[src/rtl/fpga_boot_sequencer.sv]
// ---------------------------------------------------------------------------
// fpga_boot_sequencer
//
// Brings an MCU system out of reset after the clock wizard locks. The strap
// pins are debounced and latched, the system reset is held for a fixed number
// of cycles, and the MCU then runs until it reports an exit value. That value
// is captured and shown on the status LEDs. Losing PLL lock at any point
// puts the system back into reset and restarts the sequence.
//
// Ports
//   clk_gen               system clock from the clock wizard
//   rst_n                 asynchronous active-low reset
//   pll_locked_i          clock-wizard lock (asynchronous, synchronized here)
//   boot_select_pad_i     raw strap pin (asynchronous, may bounce)
//   exec_flash_pad_i      raw strap pin (asynchronous, may bounce)
//   exit_valid_i          system exit-valid flag (clk_gen domain)
//   exit_value_i [31:0]   system exit value (clk_gen domain)
//   sys_rst_no            registered active-low reset to the MCU system
//   boot_select_o         latched boot_select strap
//   execute_from_flash_o  latched exec_flash strap
//   exit_value_o [31:0]   captured exit value
//   done_led_o            high while in DONE
//   pass_led_o            high while in DONE with a zero exit value
//   state_o [2:0]         current FSM state, for debug
// ---------------------------------------------------------------------------
module fpga_boot_sequencer #(
    parameter int DEBOUNCE_CYCLES = 1024,
    parameter int RST_HOLD_CYCLES = 256
) (
    input  logic        clk_gen,
    input  logic        rst_n,
    input  logic        pll_locked_i,
    input  logic        boot_select_pad_i,
    input  logic        exec_flash_pad_i,
    input  logic        exit_valid_i,
    input  logic [31:0] exit_value_i,
    output logic        sys_rst_no,
    output logic        boot_select_o,
    output logic        execute_from_flash_o,
    output logic [31:0] exit_value_o,
    output logic        done_led_o,
    output logic        pass_led_o,
    output logic [2:0]  state_o
);

    localparam logic [2:0] WAIT_LOCK = 3'd0;
    localparam logic [2:0] DEBOUNCE  = 3'd1;
    localparam logic [2:0] HOLD      = 3'd2;
    localparam logic [2:0] RUN       = 3'd3;
    localparam logic [2:0] DONE      = 3'd4;

    // One spare count of headroom so each counter holds its terminal value.
    localparam int DB_W   = $clog2(DEBOUNCE_CYCLES + 1);
    localparam int HOLD_W = $clog2(RST_HOLD_CYCLES + 1);

    localparam logic [DB_W-1:0]   DB_LAST   = DB_W'(DEBOUNCE_CYCLES - 1);
    localparam logic [HOLD_W-1:0] HOLD_LAST = HOLD_W'(RST_HOLD_CYCLES - 1);
    localparam logic [HOLD_W-1:0] HOLD_MAX  = HOLD_W'(RST_HOLD_CYCLES);

    // Two-flop synchronizers for the asynchronous inputs.
    logic lock_meta, lock_s;
    logic bs_meta, bs_s;
    logic ef_meta, ef_s;

    // Previous-cycle synchronized straps, used to detect bounce.
    logic [1:0] straps_prev;

    logic [DB_W-1:0]   db_cnt;
    logic [HOLD_W-1:0] hold_cnt;

    logic [2:0]  state;
    logic [2:0]  next_state;
    logic        strap_change;
    logic        latch_straps;
    logic        capture;
    logic [31:0] exit_next;

    assign strap_change = ({bs_s, ef_s} != straps_prev);
    assign state_o      = state;

    // NOTE: every output of this block gets a default before the case, so no
    // path leaves a signal unassigned and no latch is inferred.
    always_comb begin
        next_state   = state;
        latch_straps = 1'b0;
        capture      = 1'b0;
        // Lock loss overrides every other transition, including a same-cycle exit.
        if (state != WAIT_LOCK && !lock_s) begin
            next_state = WAIT_LOCK;
        end else begin
            case (state)
                WAIT_LOCK: if (lock_s) next_state = DEBOUNCE;
                DEBOUNCE: begin
                    if (!strap_change && db_cnt == DB_LAST) begin
                        next_state   = HOLD;
                        latch_straps = 1'b1;
                    end
                end
                HOLD:      if (hold_cnt == HOLD_LAST) next_state = RUN;
                RUN: begin
                    if (exit_valid_i) begin
                        next_state = DONE;
                        capture    = 1'b1;
                    end
                end
                DONE:      next_state = DONE;
                default:   next_state = WAIT_LOCK;
            endcase
        end
        exit_next = capture ? exit_value_i : exit_value_o;
    end

    // NOTE: all state below uses non-blocking assignments so every flop samples
    // the pre-edge values of the others, independent of statement order.
    always_ff @(posedge clk_gen or negedge rst_n) begin
        if (!rst_n) begin
            lock_meta            <= 1'b0;
            lock_s               <= 1'b0;
            bs_meta              <= 1'b0;
            bs_s                 <= 1'b0;
            ef_meta              <= 1'b0;
            ef_s                 <= 1'b0;
            straps_prev          <= 2'b00;
            db_cnt               <= '0;
            hold_cnt             <= '0;
            state                <= WAIT_LOCK;
            sys_rst_no           <= 1'b0;
            boot_select_o        <= 1'b0;
            execute_from_flash_o <= 1'b0;
            exit_value_o         <= '0;
            done_led_o           <= 1'b0;
            pass_led_o           <= 1'b0;
        end else begin
            lock_meta   <= pll_locked_i;
            lock_s      <= lock_meta;
            bs_meta     <= boot_select_pad_i;
            bs_s        <= bs_meta;
            ef_meta     <= exec_flash_pad_i;
            ef_s        <= ef_meta;
            straps_prev <= {bs_s, ef_s};

            // Held at zero while waiting for lock, so DEBOUNCE always starts clean.
            if (state == WAIT_LOCK) begin
                db_cnt <= '0;
            end else if (state == DEBOUNCE) begin
                if (strap_change)          db_cnt <= '0;
                else if (db_cnt != DB_LAST) db_cnt <= db_cnt + 1'b1;
            end

            if (latch_straps) begin
                hold_cnt <= '0;
            end else if (state == HOLD && hold_cnt != HOLD_MAX) begin
                hold_cnt <= hold_cnt + 1'b1;
            end

            if (latch_straps) begin
                boot_select_o        <= bs_s;
                execute_from_flash_o <= ef_s;
            end

            state        <= next_state;
            exit_value_o <= exit_next;
            // Registered from the next state so the outputs line up with state_o.
            sys_rst_no   <= (next_state == RUN) || (next_state == DONE);
            done_led_o   <= (next_state == DONE);
            pass_led_o   <= (next_state == DONE) && (exit_next == 32'd0);
        end
    end

endmodule

[config.mk]
export PLATFORM = sky130hd
export DESIGN_NAME = fpga_boot_sequencer
export DESIGN_NICKNAME = d
export VERILOG_FILES = /design/src/rtl/fpga_boot_sequencer.sv
export SDC_FILE = /design/constraint.sdc
export NUM_CORES = 1
export LEC_CHECK = 0
export CAP_MARGIN = 15
export CORE_MARGIN = 2
export CORE_UTILIZATION = 55
export CTS_BUF_LIST = sky130_fd_sc_hd__clkbuf_4
export CTS_CLUSTER_DIAMETER = 80
export DETAILED_ROUTE_END_ITERATION = 12
export PLACE_DENSITY = 0.88
export SLEW_MARGIN = 40
export SYNTH_ARGS = -nofsm -noshare
export SYNTH_HDL_FRONTEND = slang
export SYNTH_SLANG_ARGS = --single-unit
[constraint.sdc]
create_clock -name clk_gen -period 4 [get_ports clk_gen]
set_clock_uncertainty 0.2 [all_clocks]
set_input_delay 0.4 -clock clk_gen [delete_from_list [all_inputs] [get_ports clk_gen]]
set_output_delay 0.4 -clock clk_gen [all_outputs]
set_load 0.01 [all_outputs]
==> flow_summary.ini <==
[timing]
fmax_ghz = 0.3824
finalWorstPathRequiredPeriod_ns = 2.615
timing.setup.tns_ns = 0
grt_setup_unrepaired = false
final_min_period_over_clock_period_pct = 65.37
finalSetupViolations = 0
worst_slew_pin_slew_ns = 0.4996
finalHoldViolCount = 0
maxSlewViolCount = 0
relSlewSlack_pct = 66.51

[pwr]
seq_power_share_pct = 54.7
power_density_mw_per_mm2 = 312.8
power_report.internal_total_w = 0.0009860
power.ir.vdd_worst_mv = 0.2073
power.leakage_nw = 1.834
clkPwrFrac_pct = 39.0
gate_power_share_pct = 6.3
power.net_switching_w = 0.0002892
swShare_pct = 22.68

[placement]
port_buffer_count = 77
post-dp-hpwl_mm = 5.220
placement.cell_area_mm2 = 0.003901
gp_routability_congestion = 0.8204

[floorplan]
initial_utilization_pct = 56.45
top_level_ports = 78
core_region_area_mm2 = 0.005473
placement_rows = 27
die-width_um = 78.95
die_h_um = 78.95
design.die.area_mm2 = 0.006232

[setup_path]
worst-endpoint-required_ns = 4.09
worst_ep_arrival_time_ns = 2.71
termination_of_the_worst_setup_path = execute_from_flash_o$_DFFE_PN0P_
setup.worst_path.start = db_cnt[1]$_DFFE_PN0P_
cp-end-kind = register
path_max_fanout = 12
capture_instance_of_the_worst_register_to_register_path = execute_from_flash_o$_DFFE_PN0P_
reg2regPathDepth = 5
r2r-start = db_cnt[1]$_DFFE_PN0P_
critical_path_class = reg2reg
reg2reg_setup_slack_ns = 1.39
crit_path_start_kind = register

[clock_network]
root_buffer = sky130_fd_sc_hd__clkbuf_4
tritoncts = yes
h-tree-depth = 3
tritoncts.num_buffers = 9
cts_max_path_buffers = 2
worst_setup_hold_path_clk_slew_ns = 0.11
clock_sinks = 68
clkLatencyLatePin_ns = 0.41

[finish]
layout.cell_area.non_filler_mm2 = 0.004076
layout.nets = 383
post_route_cells_drive_above_1_share_pct = 17.92
layout_area_growth_over_synthesis_pct = 31.96
diodes = 0
fill_cells = 363
layout.cells.most_common_list = sky130_fd_sc_hd__clkdlybuf4s50_1 (76), sky130_fd_sc_hd__dfrtp_1 (68), sky130_fd_sc_hd__mux2_2 (34), sky130_fd_sc_hd__nor2_1 (24), sky130_fd_sc_hd__nor4_1 (14)
final_common_cell = sky130_fd_sc_hd__clkdlybuf4s50_1

[global_route]
grt_first_pass_wirelength_mm = 11.91
grt_start_max_net_pins = 36
total_routing_usage_gr_pct = 25.25
leftover_overflow_at_the_end_of_global_routing = 0
antenna_found_initial = 0
grt_pass1_vias = 2473

[detailed_routing]
via_count = 2414
avgRoutedWirePerCell_um = 17.13
drt.antenna.violating_nets = 0
wl_mm = 7.160
detailedRoute.firstIterationViolations = 151
drt_drc_violations_left = 0
viasPerCell = 5.775
drtPass1Iterations = 4

[logic_synthesis]
post-synth-top-area-fraction_pct = 55.08
postSynthCellCount = 259
netlist_area_before_placement_mm2 = 0.003089
synth.avg_cell_area_um2 = 11.93
syn_nets = 301
synth-edff-count = 0
synth.distinct_cells = 48
ys_dominant_reg_cell = sky130_fd_sc_hd__dfrtp_1
yosys_warnings = 0
synth_top_cells_by_area = sky130_fd_sc_hd__dfrtp_1 (55%), sky130_fd_sc_hd__mux2_2 (12%), sky130_fd_sc_hd__nor2_1 (2.9%)
synth-seq-cells = 68
synth.largest_area_cell = sky130_fd_sc_hd__dfrtp_1
postSynth.asyncResetShare_pct = 100.0
synth-seq-area-share_pct = 55.08

[hold_path]
timing.hold.worst.class = reg2reg

[job]
drv.max_cap_violation_count = 0

[status]
run_status = complete, no violations
-- through the flow --
step / std cells / power [W] / worst slack (ns) / util [%] / hold WS (ns)
finish: 418 / 0.001275 / 1.385 / 74.49 / 0.1607
global route: 418 / 0.001332 / 1.290 / 74.49 / 0.1726
CTS: 418 / 0.001285 / 1.397 / 74.35 / 0.1588
detailed placement: 401 / 0.0007893 / 1.413 / 71.28 / 0.1358
global placement: 401 / 0.0007864 / 1.471 / 71.28 / 0.1329
floorplan: 259 / 0.0007286 / 1.782 / - / -0.09559
-- worst max-delay path, cell delays in order, from the launching register on --
cell and delay [ns]:
sky130_fd_sc_hd__dfrtp_1 0.41, sky130_fd_sc_hd__ha_1 0.22, sky130_fd_sc_hd__nand3_2 0.16, sky130_fd_sc_hd__or4_4 0.65, sky130_fd_sc_hd__nor3b_4 0.48, sky130_fd_sc_hd__mux2_2 0.39
-- sequential cells by signal, summed over array words and instances (netlist names) --
name	flops
ef_meta	1
db_cnt	11
done_led_o	1
straps_prev	2
ef_s	1
execute_from_flash_o	1
exit_value_o	32
bs_meta	1
state_o	3
sys_rst_no	1
lock_s	1
boot_select_o	1
pass_led_o	1
lock_meta	1
bs_s	1
hold_cnt	9
-- Yosys cell counts, types with 2 or more instances --
cell,instances
sky130_fd_sc_hd__o21ai_0,5
sky130_fd_sc_hd__buf_6,2
sky130_fd_sc_hd__or3_1,2
sky130_fd_sc_hd__dfrtp_1,68
sky130_fd_sc_hd__xnor2_1,5
sky130_fd_sc_hd__nor3b_1,4
sky130_fd_sc_hd__or3b_2,2
sky130_fd_sc_hd__a31oi_1,10
sky130_fd_sc_hd__nand4_1,8
sky130_fd_sc_hd__buf_2,5
sky130_fd_sc_hd__and3_1,3
sky130_fd_sc_hd__nor2_1,24
sky130_fd_sc_hd__ha_1,4
sky130_fd_sc_hd__and2_1,3
sky130_fd_sc_hd__nand3_1,6
sky130_fd_sc_hd__inv_1,8
sky130_fd_sc_hd__nor3_1,6
sky130_fd_sc_hd__mux2_2,34
sky130_fd_sc_hd__a211o_1,3
sky130_fd_sc_hd__nor4_1,14
sky130_fd_sc_hd__nand2b_1,2
sky130_fd_sc_hd__nand2_1,12
sky130_fd_sc_hd__xor2_1,4
-- repair_timing --
action | CTS | global route
endpoints found under the hold margin | 34 | 0
hold buffers | 1 | 0
resized for setup | 0 | 0
setup endpoints to repair | 0 | 0
setup buffers | 0 | 0
-- power by group through the flow --
stage | clock (W) | sequential, W | combinational (W)
floorplan | 0 | 0.000709 | 0.0000195
global placement | 0 | 0.000710 | 0.0000763
detailed placement | 0 | 0.000711 | 0.0000785
CTS | 0.000508 | 0.000698 | 0.0000799
global route | 0.000545 | 0.000699 | 0.0000876
finish | 0.000498 | 0.000697 | 0.0000799
-- cell families (layout without fill, tap and decap cells) --
kind of cell	Yosys count	in the layout	synth area share, %
xor gates and xnor gates	9	9	2.551
adders and majority gates	4	4	1.620
and+or+nand+nor	94	94	17.38
DFF	68	68	55.08
buffers and inverters	17	104	2.875
AOI/OAI and AO/OA	31	31	7.291
muxes	36	36	13.20
-- worst min-delay path by stage --
stage,to,depth (start not counted),startpoint,slack (ns)
floorplan,boot_select_o$_DFFE_PN0P_,0,rst_n,-0.1
global placement,lock_s$_DFF_PN0_,0,lock_meta$_DFF_PN0_,0.13
detailed placement,bs_s$_DFF_PN0_,0,bs_meta$_DFF_PN0_,0.14
CTS,bs_s$_DFF_PN0_,0,bs_meta$_DFF_PN0_,0.16
global route,ef_s$_DFF_PN0_,0,ef_meta$_DFF_PN0_,0.17
finish,ef_s$_DFF_PN0_,0,ef_meta$_DFF_PN0_,0.16
-- area by class of cell --
| cell class | instances | area (µm²) | share of cell area, % |
|---|---|---|---|
| clock buffer | 9 | 67.56 | 1.657 |
| clock inverter | 7 | 90.09 | 2.210 |
| inverter | 8 | 30.03 | 0.7366 |
| multi-input combinational | 174 | 1304 | 31.98 |
| sequential | 68 | 1702 | 41.74 |
| tap | 72 | 90.09 | 2.210 |
| timing repair buffer | 80 | 793.3 | 19.46 |
-- routing by layer --
metal | global-route usage (%) | wire length, µm
met5 | 0 | 0
met4 | 8.276 | 117
met3 | 10.11 | 598
met2 | 40.43 | 3451
met1 | 31.52 | 2993
(Power assumes the default switching activity.)
